==> src/rtl/cpu_seq_ctrl.sv <==
// cpu_seq_ctrl: multi-cycle control sequencer for the 16-bit CPU datapath.
// Each instruction walks FETCH -> DECODE -> EXEC -> (MEM) -> (WB). The block
// drives the datapath select lines, the register/memory/PC enables, and
// counts retired instructions.
//
// Control outputs are decoded from the state register plus the opcode that
// was captured at the end of DECODE. Three outputs also look at a live input
// in the same cycle: ir_write (imem_ready), the BEQ branch select (alu_zero)
// and STORE retirement in MEM (dmem_ready).
module cpu_seq_ctrl (
  input  logic        clk,
  input  logic        rst,
  input  logic [15:0] instr,
  input  logic        imem_ready,
  input  logic        dmem_ready,
  input  logic        alu_zero,
  output logic        imem_req,
  output logic        ir_write,
  output logic        alu_src,
  output logic [1:0]  pc_src,
  output logic [1:0]  wb_sel,
  output logic        reg_write,
  output logic        mem_read,
  output logic        mem_write,
  output logic        pc_write,
  output logic        illegal_op,
  output logic        halted,
  output logic [15:0] instret
);

  // Opcode map (instr[15:12]); 0x8..0xE are undefined.
  localparam logic [3:0] OP_RTYPE = 4'h0;
  localparam logic [3:0] OP_ALUI  = 4'h1;
  localparam logic [3:0] OP_LOAD  = 4'h2;
  localparam logic [3:0] OP_STORE = 4'h3;
  localparam logic [3:0] OP_BEQ   = 4'h4;
  localparam logic [3:0] OP_JAL   = 4'h5;
  localparam logic [3:0] OP_JALR  = 4'h6;
  localparam logic [3:0] OP_LUI   = 4'h7;
  localparam logic [3:0] OP_HALT  = 4'hF;

  // Next-PC select encodings.
  localparam logic [1:0] PC_PLUS2 = 2'd0;
  localparam logic [1:0] PC_IMM   = 2'd1;
  localparam logic [1:0] PC_ALU   = 2'd2;

  // Write-back select encodings.
  localparam logic [1:0] WB_ALU  = 2'd0;
  localparam logic [1:0] WB_MEM  = 2'd1;
  localparam logic [1:0] WB_PC2  = 2'd2;
  localparam logic [1:0] WB_LUI  = 2'd3;

  typedef enum logic [2:0] {
    S_FETCH  = 3'd0,
    S_DECODE = 3'd1,
    S_EXEC   = 3'd2,
    S_MEM    = 3'd3,
    S_WB     = 3'd4,
    S_HALT   = 3'd5
  } state_t;

  state_t      state_reg;
  logic [3:0]  op_reg;
  logic [15:0] instret_reg;

  // Only the opcode field matters to the sequencer; operand fields go
  // straight to the datapath.
  logic [3:0] dec_op;
  logic       instr_unused;
  assign dec_op       = instr[15:12];
  assign instr_unused = ^instr[11:0];

  logic dec_illegal;
  logic dec_halt;
  assign dec_illegal = (dec_op >= 4'h8) && (dec_op <= 4'hE);
  assign dec_halt    = (dec_op == OP_HALT);

  // Opcode class flags from the captured opcode (valid EXEC onward).
  logic op_load;
  logic op_store;
  logic op_beq;
  logic op_jal;
  logic op_jalr;
  assign op_load  = (op_reg == OP_LOAD);
  assign op_store = (op_reg == OP_STORE);
  assign op_beq   = (op_reg == OP_BEQ);
  assign op_jal   = (op_reg == OP_JAL);
  assign op_jalr  = (op_reg == OP_JALR);

  // Per-opcode operand-B and write-back selects, held EXEC through the end.
  logic       sel_alu_src;
  logic [1:0] sel_wb;
  always_comb begin
    sel_alu_src = 1'b0;
    sel_wb      = WB_ALU;
    case (op_reg)
      OP_RTYPE: begin sel_alu_src = 1'b0; sel_wb = WB_ALU; end
      OP_ALUI:  begin sel_alu_src = 1'b1; sel_wb = WB_ALU; end
      OP_LOAD:  begin sel_alu_src = 1'b1; sel_wb = WB_MEM; end
      OP_STORE: begin sel_alu_src = 1'b1; sel_wb = WB_ALU; end
      OP_BEQ:   begin sel_alu_src = 1'b0; sel_wb = WB_ALU; end
      OP_JAL:   begin sel_alu_src = 1'b0; sel_wb = WB_PC2; end
      OP_JALR:  begin sel_alu_src = 1'b1; sel_wb = WB_PC2; end
      OP_LUI:   begin sel_alu_src = 1'b0; sel_wb = WB_LUI; end
      default:  begin sel_alu_src = 1'b0; sel_wb = WB_ALU; end
    endcase
  end

  // Retiring cycle: exactly one per instruction, drives pc_write and instret.
  logic retire;
  always_comb begin
    retire = 1'b0;
    case (state_reg)
      S_DECODE: retire = dec_illegal;
      S_EXEC:   retire = op_beq;
      S_MEM:    retire = op_store && dmem_ready;
      S_WB:     retire = 1'b1;
      default:  retire = 1'b0;
    endcase
  end

  // Output decode from state and captured opcode; zero unless asserted below.
  always_comb begin
    imem_req   = 1'b0;
    ir_write   = 1'b0;
    alu_src    = 1'b0;
    pc_src     = PC_PLUS2;
    wb_sel     = WB_ALU;
    reg_write  = 1'b0;
    mem_read   = 1'b0;
    mem_write  = 1'b0;
    illegal_op = 1'b0;
    halted     = 1'b0;
    case (state_reg)
      S_FETCH: begin
        imem_req = 1'b1;
        ir_write = imem_ready;
      end
      S_DECODE: begin
        // Undefined opcodes skip to the next instruction with PC+2.
        illegal_op = dec_illegal;
      end
      S_EXEC: begin
        alu_src = sel_alu_src;
        wb_sel  = sel_wb;
        if (op_beq) begin
          pc_src = alu_zero ? PC_IMM : PC_PLUS2;
        end
      end
      S_MEM: begin
        alu_src   = sel_alu_src;
        wb_sel    = sel_wb;
        mem_read  = op_load;
        mem_write = op_store;
      end
      S_WB: begin
        alu_src   = sel_alu_src;
        wb_sel    = sel_wb;
        reg_write = 1'b1;
        // Jumps redirect the PC in the same cycle PC+2 is written back.
        if (op_jal) begin
          pc_src = PC_IMM;
        end else if (op_jalr) begin
          pc_src = PC_ALU;
        end
      end
      S_HALT: begin
        halted = 1'b1;
      end
      default: begin
        imem_req = 1'b0;
      end
    endcase
  end

  assign pc_write = retire;
  assign instret  = instret_reg;

  // Sequencer state, captured opcode and retired-instruction counter.
  always_ff @(posedge clk) begin
    if (rst) begin
      state_reg   <= S_FETCH;
      op_reg      <= 4'h0;
      instret_reg <= 16'h0000;
    end else begin
      if (retire) begin
        instret_reg <= instret_reg + 16'd1;
      end
      case (state_reg)
        S_FETCH: begin
          if (imem_ready) begin
            state_reg <= S_DECODE;
          end
        end
        S_DECODE: begin
          op_reg <= dec_op;
          if (dec_halt) begin
            state_reg <= S_HALT;
          end else if (dec_illegal) begin
            state_reg <= S_FETCH;
          end else begin
            state_reg <= S_EXEC;
          end
        end
        S_EXEC: begin
          if (op_load || op_store) begin
            state_reg <= S_MEM;
          end else if (op_beq) begin
            state_reg <= S_FETCH;
          end else begin
            state_reg <= S_WB;
          end
        end
        S_MEM: begin
          if (dmem_ready) begin
            state_reg <= op_load ? S_WB : S_FETCH;
          end
        end
        S_WB: begin
          state_reg <= S_FETCH;
        end
        S_HALT: begin
          state_reg <= S_HALT;
        end
        default: begin
          state_reg <= S_FETCH;
        end
      endcase
    end
  end

endmodule

==> config.mk <==
export PLATFORM = sky130hd
export DESIGN_NAME = cpu_seq_ctrl
export DESIGN_NICKNAME = d
export VERILOG_FILES = /design/src/rtl/cpu_seq_ctrl.sv
export SDC_FILE = /design/constraint.sdc
export NUM_CORES = 1
export LEC_CHECK = 0
export CAP_MARGIN = 20
export CORE_ASPECT_RATIO = 1.1
export CORE_MARGIN = 5
export CORE_UTILIZATION = 44
export DETAILED_ROUTE_END_ITERATION = 6
export GPL_ROUTABILITY_DRIVEN = 0
export HOLD_SLACK_MARGIN = 0.15
export MAX_ROUTING_LAYER = met4
export PLACE_DENSITY_LB_ADDON = 0.12
export REMOVE_ABC_BUFFERS = 1
export SLEW_MARGIN = 20
export SYNTH_ARGS = -nofsm -noshare
export SYNTH_HDL_FRONTEND = slang
export SYNTH_SLANG_ARGS = --single-unit
export TNS_END_PERCENT = 100
==> constraint.sdc <==
create_clock -name clk -period 2.7 [get_ports clk]
set_input_delay 0.54 -clock clk [delete_from_list [all_inputs] [get_ports clk]]
set_output_delay 0.54 -clock clk [all_outputs]
set_load 0.05 [all_outputs]
==> impl_metrics.py <==
metrics = {
    "critical_path": {
        "cp-end-kind": "output port",
        "startpoint_type": "register",
        "crit_type": "reg2out",
        "r2r_slack_ps": 370,
        "r2r.worst_path.cells": 6,
        "crit_arrival_ps": 2010,
        "path_max_fanout": 8,
        "r2r_end": "instret[15]",
        "critPathRequiredTime_ps": 2160,
        "reg2reg_from": "op_reg[3]",
    },
    "yosys": {
        "synth_area_leaders": "dfxtp_1, a21oi_1, nor2_1",
        "synth-edff-count": 0,
        "netlist.top_cell.by_area": "dfxtp_1",
        "synth_area_mm2": 0.00136,
        "synthArstFlopShare": 0,
        "synth.top_cell.area_share": 0.382,
        "synth_cell_types": 42,
        "ys_ff_latch": 26,
        "synth_flop_cell": "dfxtp_1",
        "avgSynthCellArea_um2": 8.12,
        "ys_warn_count": 0,
        "syn_inst": 168,
        "ys_seq_area_frac": 0.382,
    },
    "placement": {
        "hpwlAfterDp_um": 2630,
        "dp_cells": 240,
        "placed_area_mm2": 0.00186,
        "portBuffers": 37,
    },
    "die": {
        "io_pins": 50,
        "die_h_um": 68.4,
        "core_mm2": 0.00302,
        "die_w_um": 63.1,
        "start_util": 0.451,
        "row_count": 21,
        "die_area_mm2": 0.00431,
    },
    "detailed_routing": {
        "drcViolationCount": 0,
        "wl_per_cell_um": 14.0,
        "wl_um": 3430,
        "drtAntennaViolNets": 0,
        "dr.pass1.iters": 4,
        "drt-vias-per-instance": 5.78,
        "num_vias": 1415,
        "first_iter_violations": 56,
    },
    "sta": {
        "slew_headroom": 0.652,
        "slew_violations": 0,
        "finalCritPeriodShare": 0.946,
        "hold_violations": 0,
        "tightest_slew_ps": 509,
        "fin_tns_setup_ps": 0,
        "worst_clock_skew_ps": 2.11,
        "clock.fmax_mhz": 392,
        "setup_violations": 0,
        "min_period_ps": 2550,
        "grt_setup_unrepaired": "no",
    },
    "hold_path": {
        "hold_end": "instret[9]",
        "hold_start": "instret[9]",
        "hold_class": "reg2reg",
        "hold_depth": 2,
    },
    "cts": {
        "path_clk_slew_ps": 140,
        "cts_tree": "built",
        "htree_levels": 1,
        "cts_sinks": 26,
        "clock_latency_ps": 320,
        "cts_buffers": 3,
        "cts_root_buf": "clkbuf_4",
        "postCtsHoldBufs": 0,
        "ctsLongestPathBuffers": 2,
    },
    "pwr": {
        "p_leak_nw": 0.672,
        "clkPwrFrac": 0.251,
        "p_seq_frac": 0.519,
        "irDropWorstVdd_v": 0.000267,
        "power_density_mw_per_mm2": 417,
        "swShare": 0.300,
        "power_switching_mw": 0.239,
        "p_comb_frac": 0.230,
        "power.total_mw": 0.797,
        "p_int_mw": 0.558,
    },
    "global_route": {
        "grt_antenna_before_repair": 0,
        "grt_max_degree": 24,
        "overflow": 0,
        "grt_pass1_vias": 1303,
        "grt.total_usage": 0.171,
        "grt_pass1_wl_um": 5760,
    },
    "layout": {
        "final_layout_size_suffix_gt1_frac": 0.166,
        "design_area_mm2": 0.00191,
        "area_delta_synth_final_pct": 40.2,
        "fillerInstances": 251,
        "diodes": 0,
        "final_common_cell": "clkdlybuf4s50_1",
        "instances_no_fill": 245,
        "layout_common_cells": "clkdlybuf4s50_1, dfxtp_1, a21oi_1, buf_4, nor2_1",
        "fin_nets": 234,
    },
    "run": {
        "maxCapViolCount": 0,
    },
    "outcome": {
        "status": "finished clean",
    },
}
## cell type report
| type | instances | area (µm²) | share of cell area |
|---|---|---|---|
| well taps | 34 | 42.5 | 0.0223 |
| flip-flops and latches | 26 | 522 | 0.273 |
| inverters | 9 | 33.8 | 0.0177 |
| repair buffers | 48 | 500 | 0.262 |
| clock buffers | 4 | 36.3 | 0.0190 |
| multi-input cells | 124 | 777 | 0.406 |
## worst max path at each step
stage / from / to / cells after the start
after floorplan: state_reg[2] / pc_src[1] / 2
after CTS: op_reg[3] / pc_write / 5
after global placement: op_reg[3] / instret[10] / 6
after detailed placement: dmem_ready / instret[14] / 6
after global routing: state_reg[1] / pc_src[1] / 3
final: op_reg[3] / pc_write / 5
## stage by stage
step | setup WS (ps) | utilization | hold slack (ps)
final | 146 | 0.633 | 508
after global routing | 36.8 | 0.633 | 536
after CTS | 12.9 | 0.628 | 510
after detailed placement | 247 | 0.616 | 490
after global placement | 284 | 0.616 | 462
after floorplan | -330 | - | 538
## worst max-delay path, cell delays in order, from the launching register on
cell and delay, ps:
dfxtp_2 380, or4b_1 560, o31a_1 270, and3_2 240
inv_2 60, buf_4 180
## per-layer routing
| layer | vias up | routed length [µm] | global-route usage | part of all wire |
|---|---|---|---|---|
| li1 | 702 | - | - | - |
| met1 | 658 | 1430 | 0.188 | 0.42 |
| met2 | 48 | 1740 | 0.310 | 0.51 |
| met3 | 7 | 199 | 0.0246 | 0.058 |
| met4 | 0 | 63 | 0.0769 | 0.018 |
| met5 | - | 0 | - | 0 |
## synth_stat cells, types with 2 or more instances
cell and count:
nor3b_1 2, clkbuf_1 5, and3_1 2, nor4_1 2, or3_1 4, xnor2_1 4, nand4_1 5, nor3_1 7
dfxtp_1 26, mux2i_1 5, a21oi_1 16, and2_1 7, o21ai_0 2, nand3_1 8, a311oi_1 2, or4_1 6
nor2_1 14, buf_2 3, o31ai_1 6, inv_2 3, a31oi_1 3, o21ai_1 4, nand2_1 8, inv_1 6
## logic make-up (layout without fill, tap and decap cells)
logic type | after synthesis | count (layout) | share of synthesized area
AND/OR/NAND/NOR | 73 | 73 | 0.301
multiplexers | 6 | 6 | 0.0450
buffers and inverters | 18 | 61 | 0.0532
XOR/XNOR | 5 | 5 | 0.0321
adder cells (fa/ha/maj) | 1 | 1 | 0.00917
flip-flops | 26 | 26 | 0.382
AO/OA/AOI/OAI | 39 | 39 | 0.178
## repair_timing
action	4_1_cts	5_1_grt
pin swaps	0	1
setup endpoints to repair	1	1
buffers inserted	0	1
resized for setup	1	2
## power groups by stage
stage / clock network (mW) / logic [mW] / registers (mW)
floorplan: 0 / 0.0943 / 0.430
global placement: 0 / 0.178 / 0.421
detailed placement: 0 / 0.181 / 0.422
CTS: 0.207 / 0.182 / 0.413
global route: 0.227 / 0.199 / 0.417
finish: 0.200 / 0.183 / 0.414
Power figures use the tool's default switching activity.
